File: src/rtl/div_pkg.sv
// Shared types and defaults for the sequential restoring divider.
package div_pkg;

    localparam int DEF_WIDTH = 4;

    typedef enum logic [1:0] {
        IDLE = 2'd0,
        RUN  = 2'd1,
        DONE = 2'd2
    } div_state_t;

endpackage

File: src/rtl/ripple_sub.sv
// N-bit ripple-carry subtractor: diff = a + ~b + 1, cout=1 means no borrow.
module ripple_sub #(
    parameter int N = 5
) (
    input  logic [N-1:0] a,
    input  logic [N-1:0] b,
    output logic [N-1:0] diff,
    output logic         cout
);

    logic [N:0]   w_c;
    logic [N-1:0] w_bn;

    assign w_c[0] = 1'b1;
    assign w_bn   = ~b;

    for (genvar i = 0; i < N; i++) begin : g_fa
        assign diff[i]  = a[i] ^ w_bn[i] ^ w_c[i];
        assign w_c[i+1] = (a[i] & w_bn[i]) | (w_c[i] & (a[i] ^ w_bn[i]));
    end

    assign cout = w_c[N];

endmodule

File: src/rtl/seq_divider.sv
// Restoring shift-and-subtract divider, one iteration per clock over a shared subtractor.
// Divide by zero returns quotient all ones, remainder = a, div_zero = 1.
module seq_divider
    import div_pkg::*;
#(
    parameter int WIDTH = DEF_WIDTH
) (
    input  logic             clk,
    input  logic             rst,
    input  logic             start,
    input  logic [WIDTH-1:0] a,
    input  logic [WIDTH-1:0] b,
    output logic             busy,
    output logic             done,
    output logic [WIDTH-1:0] quotient,
    output logic [WIDTH-1:0] remainder,
    output logic             div_zero
);

    localparam int CNT_W = (WIDTH > 1) ? $clog2(WIDTH) : 1;

    div_state_t       r_state;
    div_state_t       w_state_next;
    logic [WIDTH-1:0] r_q;
    logic [WIDTH-1:0] r_b;
    logic [WIDTH-1:0] r_r;
    logic [CNT_W-1:0] r_cnt;
    logic [WIDTH-1:0] r_quot;
    logic [WIDTH-1:0] r_rem;
    logic             r_dz;

    logic [WIDTH:0]   w_t;
    logic [WIDTH:0]   w_d;
    logic             w_cout;
    logic [WIDTH-1:0] w_r_next;
    logic [WIDTH-1:0] w_q_next;
    logic             w_accept;
    logic             w_b_zero;
    logic             w_unused_dmsb;

    // Partial remainder extended by the next dividend bit; the top bit matters when R >= 2^(WIDTH-1).
    assign w_t = {r_r, r_q[WIDTH-1]};

    ripple_sub #(.N(WIDTH + 1)) u_sub (
        .a    (w_t),
        .b    ({1'b0, r_b}),
        .diff (w_d),
        .cout (w_cout)
    );

    assign w_unused_dmsb = w_d[WIDTH];
    assign w_r_next      = w_cout ? w_d[WIDTH-1:0] : w_t[WIDTH-1:0];
    assign w_q_next      = {r_q[WIDTH-2:0], w_cout};
    assign w_accept      = (r_state == IDLE) && start;
    assign w_b_zero      = (b == '0);

    always_ff @(posedge clk or posedge rst) begin
        if (rst) begin
            r_state <= IDLE;
        end else begin
            r_state <= w_state_next;
        end
    end

    always_comb begin
        w_state_next = r_state;
        case (r_state)
            IDLE: begin
                if (start) begin
                    w_state_next = w_b_zero ? DONE : RUN;
                end
            end
            RUN: begin
                if (r_cnt == '0) begin
                    w_state_next = DONE;
                end
            end
            DONE:    w_state_next = IDLE;
            default: w_state_next = IDLE;
        endcase
    end

    always_comb begin
        busy = 1'b0;
        done = 1'b0;
        case (r_state)
            RUN:  busy = 1'b1;
            DONE: begin
                busy = 1'b1;
                done = 1'b1;
            end
            default: ;
        endcase
    end

    always_ff @(posedge clk or posedge rst) begin
        if (rst) begin
            r_q    <= '0;
            r_b    <= '0;
            r_r    <= '0;
            r_cnt  <= '0;
            r_quot <= '0;
            r_rem  <= '0;
            r_dz   <= 1'b0;
        end else if (w_accept) begin
            if (w_b_zero) begin
                r_quot <= '1;
                r_rem  <= a;
                r_dz   <= 1'b1;
            end else begin
                r_q   <= a;
                r_b   <= b;
                r_r   <= '0;
                r_cnt <= CNT_W'(WIDTH - 1);
            end
        end else if (r_state == RUN) begin
            r_q <= w_q_next;
            r_r <= w_r_next;
            if (r_cnt == '0) begin
                r_quot <= w_q_next;
                r_rem  <= w_r_next;
                r_dz   <= 1'b0;
            end else begin
                r_cnt <= r_cnt - 1'b1;
            end
        end
    end

    assign quotient  = r_quot;
    assign remainder = r_rem;
    assign div_zero  = r_dz;

endmodule

File: config.mk
export PLATFORM = sky130hd
export DESIGN_NAME = seq_divider
export DESIGN_NICKNAME = d
export VERILOG_FILES = /design/src/rtl/div_pkg.sv /design/src/rtl/ripple_sub.sv /design/src/rtl/seq_divider.sv
export SDC_FILE = /design/constraint.sdc
export NUM_CORES = 1
export LEC_CHECK = 0
export ABC_AREA = 0
export CELL_PAD_IN_SITES_DETAIL_PLACEMENT = 1
export CELL_PAD_IN_SITES_GLOBAL_PLACEMENT = 2
export CORE_MARGIN = 1
export CORE_UTILIZATION = 38
export CTS_BUF_LIST = sky130_fd_sc_hd__clkbuf_2 sky130_fd_sc_hd__clkbuf_4 sky130_fd_sc_hd__clkbuf_8
export DETAILED_ROUTE_END_ITERATION = 12
export PLACE_DENSITY_LB_ADDON = 0.1
export SETUP_SLACK_MARGIN = 0.4
export SLEW_MARGIN = 20
export SYNTH_ARGS = -nofsm -noshare
export SYNTH_HDL_FRONTEND = slang
export SYNTH_SLANG_ARGS = --single-unit
File: constraint.sdc
create_clock -name clk -period 4.5 [get_ports clk]
set_clock_uncertainty 0.2 [all_clocks]
set_input_delay 0.9 -clock clk [delete_from_list [all_inputs] [get_ports clk]]
set_output_delay 0.9 -clock clk [all_outputs]
set_load 0.01 [all_outputs]
==> impl_metrics.py, run 1 <==
metrics = {
    "die": {
        "core.rowCount": 21,
        "die_area_um2": 3720,
        "core-area_um2": 3337,
        "die_h_um": 61.00,
        "start_util_pct": 39.63,
        "ioPinCount": 22,
        "dieWidth_um": 61.00,
    },
    "route": {
        "via_per_inst": 5.317,
        "drc": 0,
        "dr.pass1.iters": 4,
        "ant_nets": 0,
        "drt-wirelength-per-cell_um": 16.09,
        "dr_total_vias": 989,
        "drtIter0Drc": 36,
        "wirelength_mm": 2.993,
    },
    "sta": {
        "slew_violations": 0,
        "fin_crit_sh_pct": 68.91,
        "hold_violations": 0,
        "worst_pin_slew_ns": 0.9229,
        "final.setup.tns_ns": 0,
        "layout_setup_ws_ns": 1.399,
        "max_freq_mhz": 322.5,
        "setup-violations-final": 0,
        "rsz0062_at_grt": "false",
        "period_minus_slack_ns": 3.101,
        "slew-limit-headroom_pct": 38.09,
    },
    "clocking": {
        "clock_latency_ns": 0.34,
        "root_buffer": "clkbuf_4",
        "cts_buffer_depth": 2,
        "cts-buffers-inserted": 3,
        "post_cts_buffers": 0,
        "postCtsResizedCells": 0,
        "clk_pin_slew_ns": 0.15,
        "cts_tree": "done",
        "cts_sinks": 25,
        "h-tree-depth": 1,
        "hold_buffers": 0,
    },
    "place": {
        "port-buffer-count": 21,
        "hpwl_mm": 2.207,
        "pre_cts_ws_ns": 1.425,
        "finalWeightedCongestion": 0.7129,
    },
    "finish": {
        "drive_above_1_share_pct": 7.857,
        "final_nets": 160,
        "final_util_pct": 47.43,
        "multiInputGateArea_um2": 588.1,
        "n_fill_cell": 377,
        "antenna_cells": 0,
        "syn_to_final_growth_pct": 19.68,
        "regArea_um2": 625.6,
    },
    "global_route": {
        "grt_remaining_overflow": 0,
        "grt_use_total_pct": 18.83,
        "grt_pass1_wl_mm": 4.871,
        "grt_max_degree": 26,
        "first_global_vias": 998,
        "antenna_found_initial": 0,
    },
    "synthesis": {
        "synth.avg_cell_area_um2": 10.93,
        "syn-num-nets": 140,
        "synth_seq_cells": 25,
        "synth_edf_count": 0,
        "synth.most_common_cell": "dfrtp_1",
        "synthDominantCellAreaShare_pct": 47.30,
        "synth_cell_types": 34,
        "syn_area_um2": 1323,
        "syn_inst": 121,
        "synth_commonest_cells": "dfrtp_1 (25), inv_1 (19), nand2_1 (9), ha_1 (5)",
        "yosys_warnings": 0,
        "synth_top_area_cell": "dfrtp_1",
        "synth_top_cells_by_area": "dfrtp_1 (47%), inv_1 (5.4%), ha_1 (4.7%)",
        "ys_seq_area_share_pct": 47.30,
        "ys.flop_type": "dfrtp_1",
        "ys_async_sr_fraction_pct": 100.0,
    },
    "power": {
        "pwr_density_cell_nw_per_um2": 659.8,
        "p_leak_nw": 0.6809,
        "vdd_drop_max_mv": 0.2595,
    },
    "worst_setup_path": {
        "reg2reg_slack_ns": 1.40,
        "r2r_start": "r_q[3]",
        "path_max_fanout": 6,
        "rr_worst_depth": 10,
        "path_class": "register to register",
        "r2r-end": "remainder[3]",
        "cp.buffers_inverters": 3,
        "critical_path.top_delay_family": "adder cells",
        "crit_required_ns": 4.56,
        "cp_slowest_stage_delay_ns": 0.47,
        "start_kind": "register",
        "cp-end-kind": "register",
        "cp.arrival_ns": 3.16,
        "path_cells": "inv_1, ha_1, inv_1, fa_1, fa_1, inv_1, fa_1, nor2b_1, mux2_2, a221oi_1",
        "cp_slowest_cell": "nor2b_1",
    },
    "min_path": {
        "hold_path_end": "div_zero",
        "hold_depth": 1,
        "hp-start": "div_zero",
        "hold_class": "register to register",
    },
    "run": {
        "max_cap_viol_count": 0,
    },
    "run_status": {
        "status": "finished clean",
    },
}
cell usage in the layout, fill, tap and decap left out, drive strengths merged, types with 2 or more instances in the layout:
cell type,instances
o21ai,3
a31oi,4
mux2,3
mux2i,2
a22o,3
nand2,9
a221oi,4
nor2,2
nor2b,2
nor3,4
o32ai,3
o22ai,5
clkbuf,3
inv,18
clkdlybuf4s50,21
fa,3
o211ai,2
nand3,2
ha,5
a2bb2oi,4
dfrtp,25
o22a,2
stage by stage:
stage                     power [mW]  hold slack, ns  instances  cell area (um2)
after floorplan               0.7591          0.2701        121             1323
after global placement        0.9292          0.2890        182             1553
after detailed placement      0.9456          0.2971        182             1553
after CTS                      1.058          0.3308        186             1583
after global routing           1.142          0.3369        186             1583
final                          1.044          0.3243        186             1583
routing by layer:
| layer | global-route usage (%) | vias up | share of wire [%] |
|---|---|---|---|
| li1 | - | 473 | - |
| met1 | 25.70 | 490 | 47 |
| met2 | 29.04 | 19 | 47 |
| met3 | 3.198 | 7 | 2.7 |
| met4 | 9.091 | 0 | 2.6 |
| met5 | 0 | - | 0 |
power by group:
part	internal, mW	leakage, nW	switching [mW]
combinational	0.272	0.376	0.280
clock	0.0342	0.0139	0.0746
sequential	0.325	0.291	0.0578
total	0.631	0.681	0.413
layout make-up:
cell class	instances	share of cell area, %
multi-input combinational	71	37.15
clock inverter	1	0.4743
sequential	25	39.53
timing repair buffer	21	13.28
clock buffer	3	1.423
inverter	19	4.506
tap	46	3.636
flip-flops by register name (all words and copies together) (netlist names):
name / cells
div_zero: 1
quotient: 4
r_b: 4
r_cnt: 2
r_q: 4
r_r: 4
r_state: 2
remainder: 4
worst max path at each step:
stage,from,endpoint,slack (ns),depth (start not counted)
after global routing,r_q[3],remainder[3],1.18,10
after floorplan,r_q[3],remainder[3],1.83,11
after global placement,b[3],r_cnt[0],1.54,4
final,r_q[3],remainder[3],1.40,10
after CTS,r_q[3],remainder[3],1.41,10
after detailed placement,r_q[3],remainder[3],1.43,10
kinds of logic (layout without fill, tap and decap cells):
group / after synthesis / count (layout) / share of synthesized area, %
DFF: 25 / 25 / 47.30
muxes: 5 / 5 / 4.068
and+or+nand+nor: 24 / 24 / 10.12
adders and majority gates: 8 / 8 / 9.272
AOI/OAI and AO/OA: 34 / 34 / 21.00
buffers and inverters: 25 / 44 / 8.231
(Power assumes the default switching activity.)
==> run 2, diff against run 1 <==
Settings changed: CORE_UTILIZATION 38 to 35.
Clock period 4.5 ns to 3.2 ns, I/O delays scaled along.
==> run 2 against run 1 <==
  * Critical endpoint unchanged
  * Hold slack got worse by 0.023 ns
  * Clock-buffer cell count did not move
  * Register-to-register slack got worse by 0.87 ns
  * Final area rose by 4.6%
  * Sequential power rose by 42%
  * Largest cell class unchanged
  * Fmax rose by 16%
  * Cell count rose by 2.2%
  * Die area rose by 8.3%
  * Routed wire length rose by 2.6%
==> impl_metrics.py, run 2 (synthesized netlist as in run 1, its figures left out) <==
metrics = {
    "finish": {
        "final_common_cell": "dfrtp_1",
        "antenna_cells": 0,
        "syn_to_final_growth_pct": 25.17,
        "final_util_pct": 47.73,
        "final_cell_mix": "dfrtp_1 (25), clkdlybuf4s50_1 (21), inv_1 (17), nand2_1 (9), ha_1 (5)",
        "final_nets": 164,
        "n_fill_cell": 387,
        "drive_above_1_share_pct": 14.58,
    },
    "sta": {
        "period_minus_slack_ns": 2.673,
        "slew-limit-headroom_pct": 50.04,
        "setup-violations-final": 0,
        "hold_violations": 0,
        "worst_pin_slew_ns": 0.7467,
        "max_freq_mhz": 374.1,
        "rsz0062_at_grt": "false",
        "final.setup.tns_ns": 0,
        "slew_violations": 0,
        "fin_crit_sh_pct": 83.52,
    },
    "clocking": {
        "root_buffer": "clkbuf_8",
        "cts_tree": "done",
        "clock_latency_ns": 0.27,
        "hold_buffers": 0,
        "cts_sinks": 25,
        "h-tree-depth": 1,
        "clk_pin_slew_ns": 0.09,
        "cts-buffers-inserted": 3,
        "cts_buffer_depth": 2,
    },
    "global_route": {
        "grt_pass1_wl_mm": 5.402,
        "antenna_found_initial": 0,
        "grt_remaining_overflow": 0,
        "grt_max_degree": 26,
        "first_global_vias": 1086,
        "grt_use_total_pct": 17.84,
    },
    "route": {
        "drc": 0,
        "dr_total_vias": 998,
        "drtIter0Drc": 23,
        "dr.pass1.iters": 4,
        "via_per_inst": 5.253,
        "ant_nets": 0,
        "drt-wirelength-per-cell_um": 16.17,
        "wirelength_mm": 3.072,
    },
    "die": {
        "core-area_um2": 3468,
        "die_area_um2": 4028,
        "start_util_pct": 38.13,
        "die_h_um": 63.47,
        "ioPinCount": 22,
        "dieWidth_um": 63.47,
        "core.rowCount": 21,
    },
    "run": {
        "max_cap_viol_count": 0,
    },
    "worst_setup_path": {
        "path_max_fanout": 3,
        "cp.arrival_ns": 2.66,
        "start_kind": "register",
        "path_class": "register to register",
        "crit_required_ns": 3.19,
        "rr_worst_depth": 9,
        "cp_slowest_stage_delay_ns": 0.42,
        "cp-end-kind": "register",
        "path_cells": "inv_2, ha_1, inv_1, fa_1, fa_2, inv_2, fa_1, mux2_4, a221oi_2",
        "cp_slowest_cell": "fa_1",
    },
    "min_path": {
        "hold_class": "register to register",
        "hold_depth": 1,
    },
    "power": {
        "p_clk_share_pct": 12.0,
        "pwr_density_cell_nw_per_um2": 968.8,
        "p_sw_mw": 0.6094,
        "switching_share_pct": 38.00,
        "vdd_drop_max_mv": 0.3247,
        "p_comb_share_pct": 54.1,
        "p_leak_nw": 0.7277,
        "share_seq_of_total_power_pct": 33.9,
        "p_int_mw": 0.9943,
    },
    "place": {
        "hpwl_mm": 2.244,
        "port-buffer-count": 21,
        "finalWeightedCongestion": 0.7257,
    },
    "run_status": {
        "status": "finished clean",
    },
}
## run 2: cell types whose count changed in the layout (fill, tap and decap cells not counted), sizes merged
cell | before | now
buf | 0 | 4
clkinvlp | 1 | 0
inv | 18 | 19
## run 2: path summary, 6_finish.rpt
| path | start | endpoint | slack, ns |
|---|---|---|---|
| max | r_q[3] | remainder[3] | 0.53 |
| min | quotient[1] | quotient[1] | 0.30 |
| max reg2reg | r_q[3] | remainder[3] | 0.53 |
| min reg2reg | quotient[1] | quotient[1] | 0.30 |
| max in group asynchronous | rst | r_q[2] | 2.03 |
| min in group asynchronous | rst | r_b[1] | 0.51 |
## run 2: power groups by stage
stage	combinational [mW]	sequential, mW	clock, mW
global placement	0.781	0.542	0
detailed placement	0.806	0.547	0
CTS	0.839	0.545	0.203
floorplan	0.511	0.557	0
finish	0.868	0.544	0.192
global route	0.973	0.562	0.214
## run 2: layout make-up
type / count / area, um2 / share of cell area [%]
repair buffers: 25 / 240.2 / 14.51
inverters: 19 / 71.32 / 4.308
clock inverters: 1 / 5.005 / 0.3023
clock buffers: 3 / 41.29 / 2.494
flip-flops and latches: 25 / 625.6 / 37.79
multi-input cells: 71 / 614.3 / 37.11
well taps: 46 / 57.56 / 3.477
## run 2: what timing repair did
| item | in CTS | in global routing |
|---|---|---|
| setup buffers | 1 | 0 |
| pin swaps | 0 | 1 |
| endpoints found under the hold margin | 0 | 0 |
| resized for setup | 2 | 6 |
| endpoints found under the setup margin | 8 | 2 |
## run 2: worst max-delay path, delay by kind of cell, from the launching register on
kind                     cells  cell delay (ns)
adder cells (fa/ha/maj)      4             1.29
flip-flops                   1             0.38
multiplexers                 1             0.30
AO/OA/AOI/OAI                1             0.26
buffers and inverters        3             0.18
## run 2: metal layers
| layer | GRT usage (%) | vias to the layer above | share of wire [%] |
|---|---|---|---|
| li1 | - | 476 | - |
| met1 | 23.30 | 510 | 47 |
| met2 | 29.12 | 8 | 49 |
| met3 | 3.261 | 4 | 1.8 |
| met4 | 6.818 | 0 | 1.6 |
| met5 | 0 | - | 0 |
## run 2: through the flow
step	hold slack (ns)	setup WS, ns	power, mW	instance area, um2	instances
4_1_cts	0.3081	0.4228	1.587	1637	190
6_report	0.3008	0.5273	1.604	1655	190
5_1_grt	0.3297	0.4300	1.749	1655	190
3_3_place_gp	0.2797	0.3732	1.323	1575	185
3_5_place_dp	0.2820	0.2423	1.353	1575	185
2_1_floorplan	0.2701	0.5302	1.067	1323	121
==> run 3, diff against run 2 <==
Settings changed: CORE_UTILIZATION 35 to 32.
Clock period 3.2 ns to 2.3 ns, I/O delays scaled along.
==> run 3 against run 2 <==
  * The flow now finishes with violations (setup timing)
  * First-iteration DRC count rose by 110%
  * Clock power rose by 38%
  * Sequential share of layout area fell by 6.0 points
  * Flip-flop and latch count did not move
  * Combinational power rose by 100%
  * Die area rose by 9.1%
  * Critical path depth rose by 2
  * Largest cell class is now multi-input gates
==> impl_metrics.py, run 3 (synthesized netlist as in run 1, its figures left out) <==
metrics = {
    "global_route": {
        "grt_use_total_pct": 18.47,
        "grt_remaining_overflow": 0,
        "first_global_vias": 1167,
        "antenna_found_initial": 0,
        "grt_pass1_wl_mm": 6.003,
        "grt_max_degree": 26,
    },
    "min_path": {
        "hold_class": "register to register",
        "hold_depth": 1,
        "hp-start": "quotient[1]",
        "hold_path_end": "quotient[1]",
    },
    "finish": {
        "drive_above_1_share_pct": 37.72,
        "antenna_cells": 0,
        "final_nets": 187,
        "final_common_cell": "dfrtp_1",
        "instances_no_fill": 217,
        "n_fill_cell": 441,
        "design_area_um2": 1967,
        "syn_to_final_growth_pct": 48.72,
        "final_util_pct": 49.53,
        "final_cell_mix": "dfrtp_1 (25), buf_4 (18), inv_1 (14), clkdlybuf4s50_1 (14), buf_6 (9)",
    },
    "place": {
        "hpwl_mm": 2.574,
        "placed_cell_area_um2": 1749,
        "port-buffer-count": 21,
        "pre_cts_ws_ns": -0.3993,
        "dp.cells": 207,
        "finalWeightedCongestion": 0.7845,
    },
    "die": {
        "start_util_pct": 33.30,
        "ioPinCount": 22,
        "die_h_um": 66.29,
        "dieWidth_um": 66.29,
        "core.rowCount": 23,
        "die_area_um2": 4394,
        "core-area_um2": 3971,
    },
    "run_status": {
        "status": "finished, violations left",
        "failed_checks": "setup timing",
    },
    "worst_setup_path": {
        "r2r_start": "r_q[3]",
        "path_max_fanout": 2,
        "start_kind": "register",
        "cp-end-kind": "register",
        "r2r-end": "remainder[3]",
        "path_cells": "inv_2, ha_4, inv_2, fa_2, fa_2, inv_2, fa_2, nor2b_4, buf_6, mux2_4, a221oi_2",
        "cp_slowest_stage_delay_ns": 0.38,
        "rr_worst_depth": 11,
        "crit_required_ns": 2.28,
        "critical_path.top_delay_family": "adder cells",
        "cp_slowest_cell": "dfrtp_1",
        "reg2reg_slack_ns": -0.32,
        "path_class": "register to register",
        "cp.arrival_ns": 2.60,
        "cp.buffers_inverters": 4,
    },
    "clocking": {
        "cts-buffers-inserted": 3,
        "cts_tree": "done",
        "cts_buffer_depth": 2,
        "clk_pin_slew_ns": 0.09,
        "root_buffer": "clkbuf_8",
        "clock_latency_ns": 0.26,
        "h-tree-depth": 1,
        "cts_sinks": 25,
    },
    "sta": {
        "slew_violations": 0,
        "worst_pin_slew_ns": 0.6209,
        "fin_crit_sh_pct": 113.8,
        "period_minus_slack_ns": 2.618,
        "slew-limit-headroom_pct": 58.45,
        "max_freq_mhz": 382.0,
        "hold_violations": 0,
        "setup-violations-final": 10,
        "layout_setup_ws_ns": -0.3181,
        "rsz0062_at_grt": "true",
    },
    "route": {
        "wirelength_mm": 3.622,
        "via_per_inst": 4.982,
        "dr.pass1.iters": 4,
        "drc": 0,
        "drt-wirelength-per-cell_um": 16.69,
        "drtIter0Drc": 48,
        "ant_nets": 0,
        "dr_total_vias": 1081,
    },
    "power": {
        "share_seq_of_total_power_pct": 27.7,
        "p_clk_share_pct": 9.5,
        "switching_share_pct": 37.36,
        "p_leak_nw": 0.8805,
        "p_comb_share_pct": 62.8,
        "pwr_density_cell_nw_per_um2": 1413,
        "vdd_drop_max_mv": 0.4805,
        "p_int_mw": 1.741,
        "p_sw_mw": 1.038,
        "power_mw": 2.780,
    },
    "run": {
        "max_cap_viol_count": 0,
    },
}
run 3: cell count changes in the layout (fill, tap and decap cells not counted), sizes merged:
cell / before / now
clkdlybuf4s50: 21 / 14
clkbuf: 3 / 4
buf: 4 / 28
dlygate4sd2: 0 / 2
dlymetal6s2s: 0 / 3
run 3: metal layers:
| metal | global-route usage, % | vias up | routed length, um | share of wire, % |
|---|---|---|---|---|
| li1 | - | 525 | - | - |
| met1 | 27.16 | 531 | 1852 | 51 |
| met2 | 28.83 | 23 | 1643 | 45 |
| met3 | 2.069 | 2 | 108 | 3.0 |
| met4 | 4.255 | 0 | 19 | 0.52 |
| met5 | 0 | - | 0 | 0 |
run 3: metrics by stage:
| step | hold WS, ns | setup TNS, ns |
|---|---|---|
| 2_1_floorplan | 0.2873 | -0.8020 |
| 3_3_place_gp | 0.2767 | -1.827 |
| 3_5_place_dp | 0.2803 | -2.945 |
| 4_1_cts | 0.3071 | -2.061 |
| 5_1_grt | 0.3157 | -3.145 |
| 6_report | 0.2972 | -2.137 |
run 3: final cells by class:
class | count | area (um2) | share of cell area (%)
clock inverters | 1 | 5.005 | 0.2545
well taps | 50 | 62.56 | 3.181
clock buffers | 3 | 41.29 | 2.099
inverters | 19 | 71.32 | 3.626
flip-flops and latches | 25 | 625.6 | 31.81
repair buffers | 48 | 441.7 | 22.46
multi-input cells | 71 | 719.4 | 36.58
run 3: worst register-to-register path, cell delays in order, from the launching register on:
cell and delay, ns:
dfrtp_1 0.38, inv_2 0.08, ha_4 0.13, inv_2 0.03, fa_2 0.32, fa_2 0.34
inv_2 0.06, fa_2 0.17, nor2b_4 0.17, buf_6 0.12, mux2_4 0.31, a221oi_2 0.23
run 3: power groups by stage:
stage / sequential [mW] / combinational, mW / clock [mW]
2_1_floorplan: 0.780 / 0.772 / 0
3_3_place_gp: 0.763 / 1.33 / 0
3_5_place_dp: 0.771 / 1.35 / 0
4_1_cts: 0.768 / 1.61 / 0.275
5_1_grt: 0.797 / 1.91 / 0.297
6_report: 0.770 / 1.75 / 0.265
run 3: worst max path at each step:
stage | from | to | slack, ns | cells past startpoint
6_report | r_q[3] | remainder[3] | -0.32 | 11
5_1_grt | r_q[3] | remainder[0] | -0.42 | 11
4_1_cts | r_q[3] | remainder[3] | -0.31 | 11
3_5_place_dp | r_q[3] | remainder[0] | -0.40 | 11
3_3_place_gp | r_q[3] | remainder[0] | -0.29 | 11
2_1_floorplan | r_q[3] | remainder[3] | -0.23 | 11
run 3: repair_timing:
item	4_1_cts	5_1_grt
resized for setup	21	21
hold buffers	0	0
pin swaps	2	8
cloned	1	0
setup buffers	3	2
setup endpoints to repair	23	22
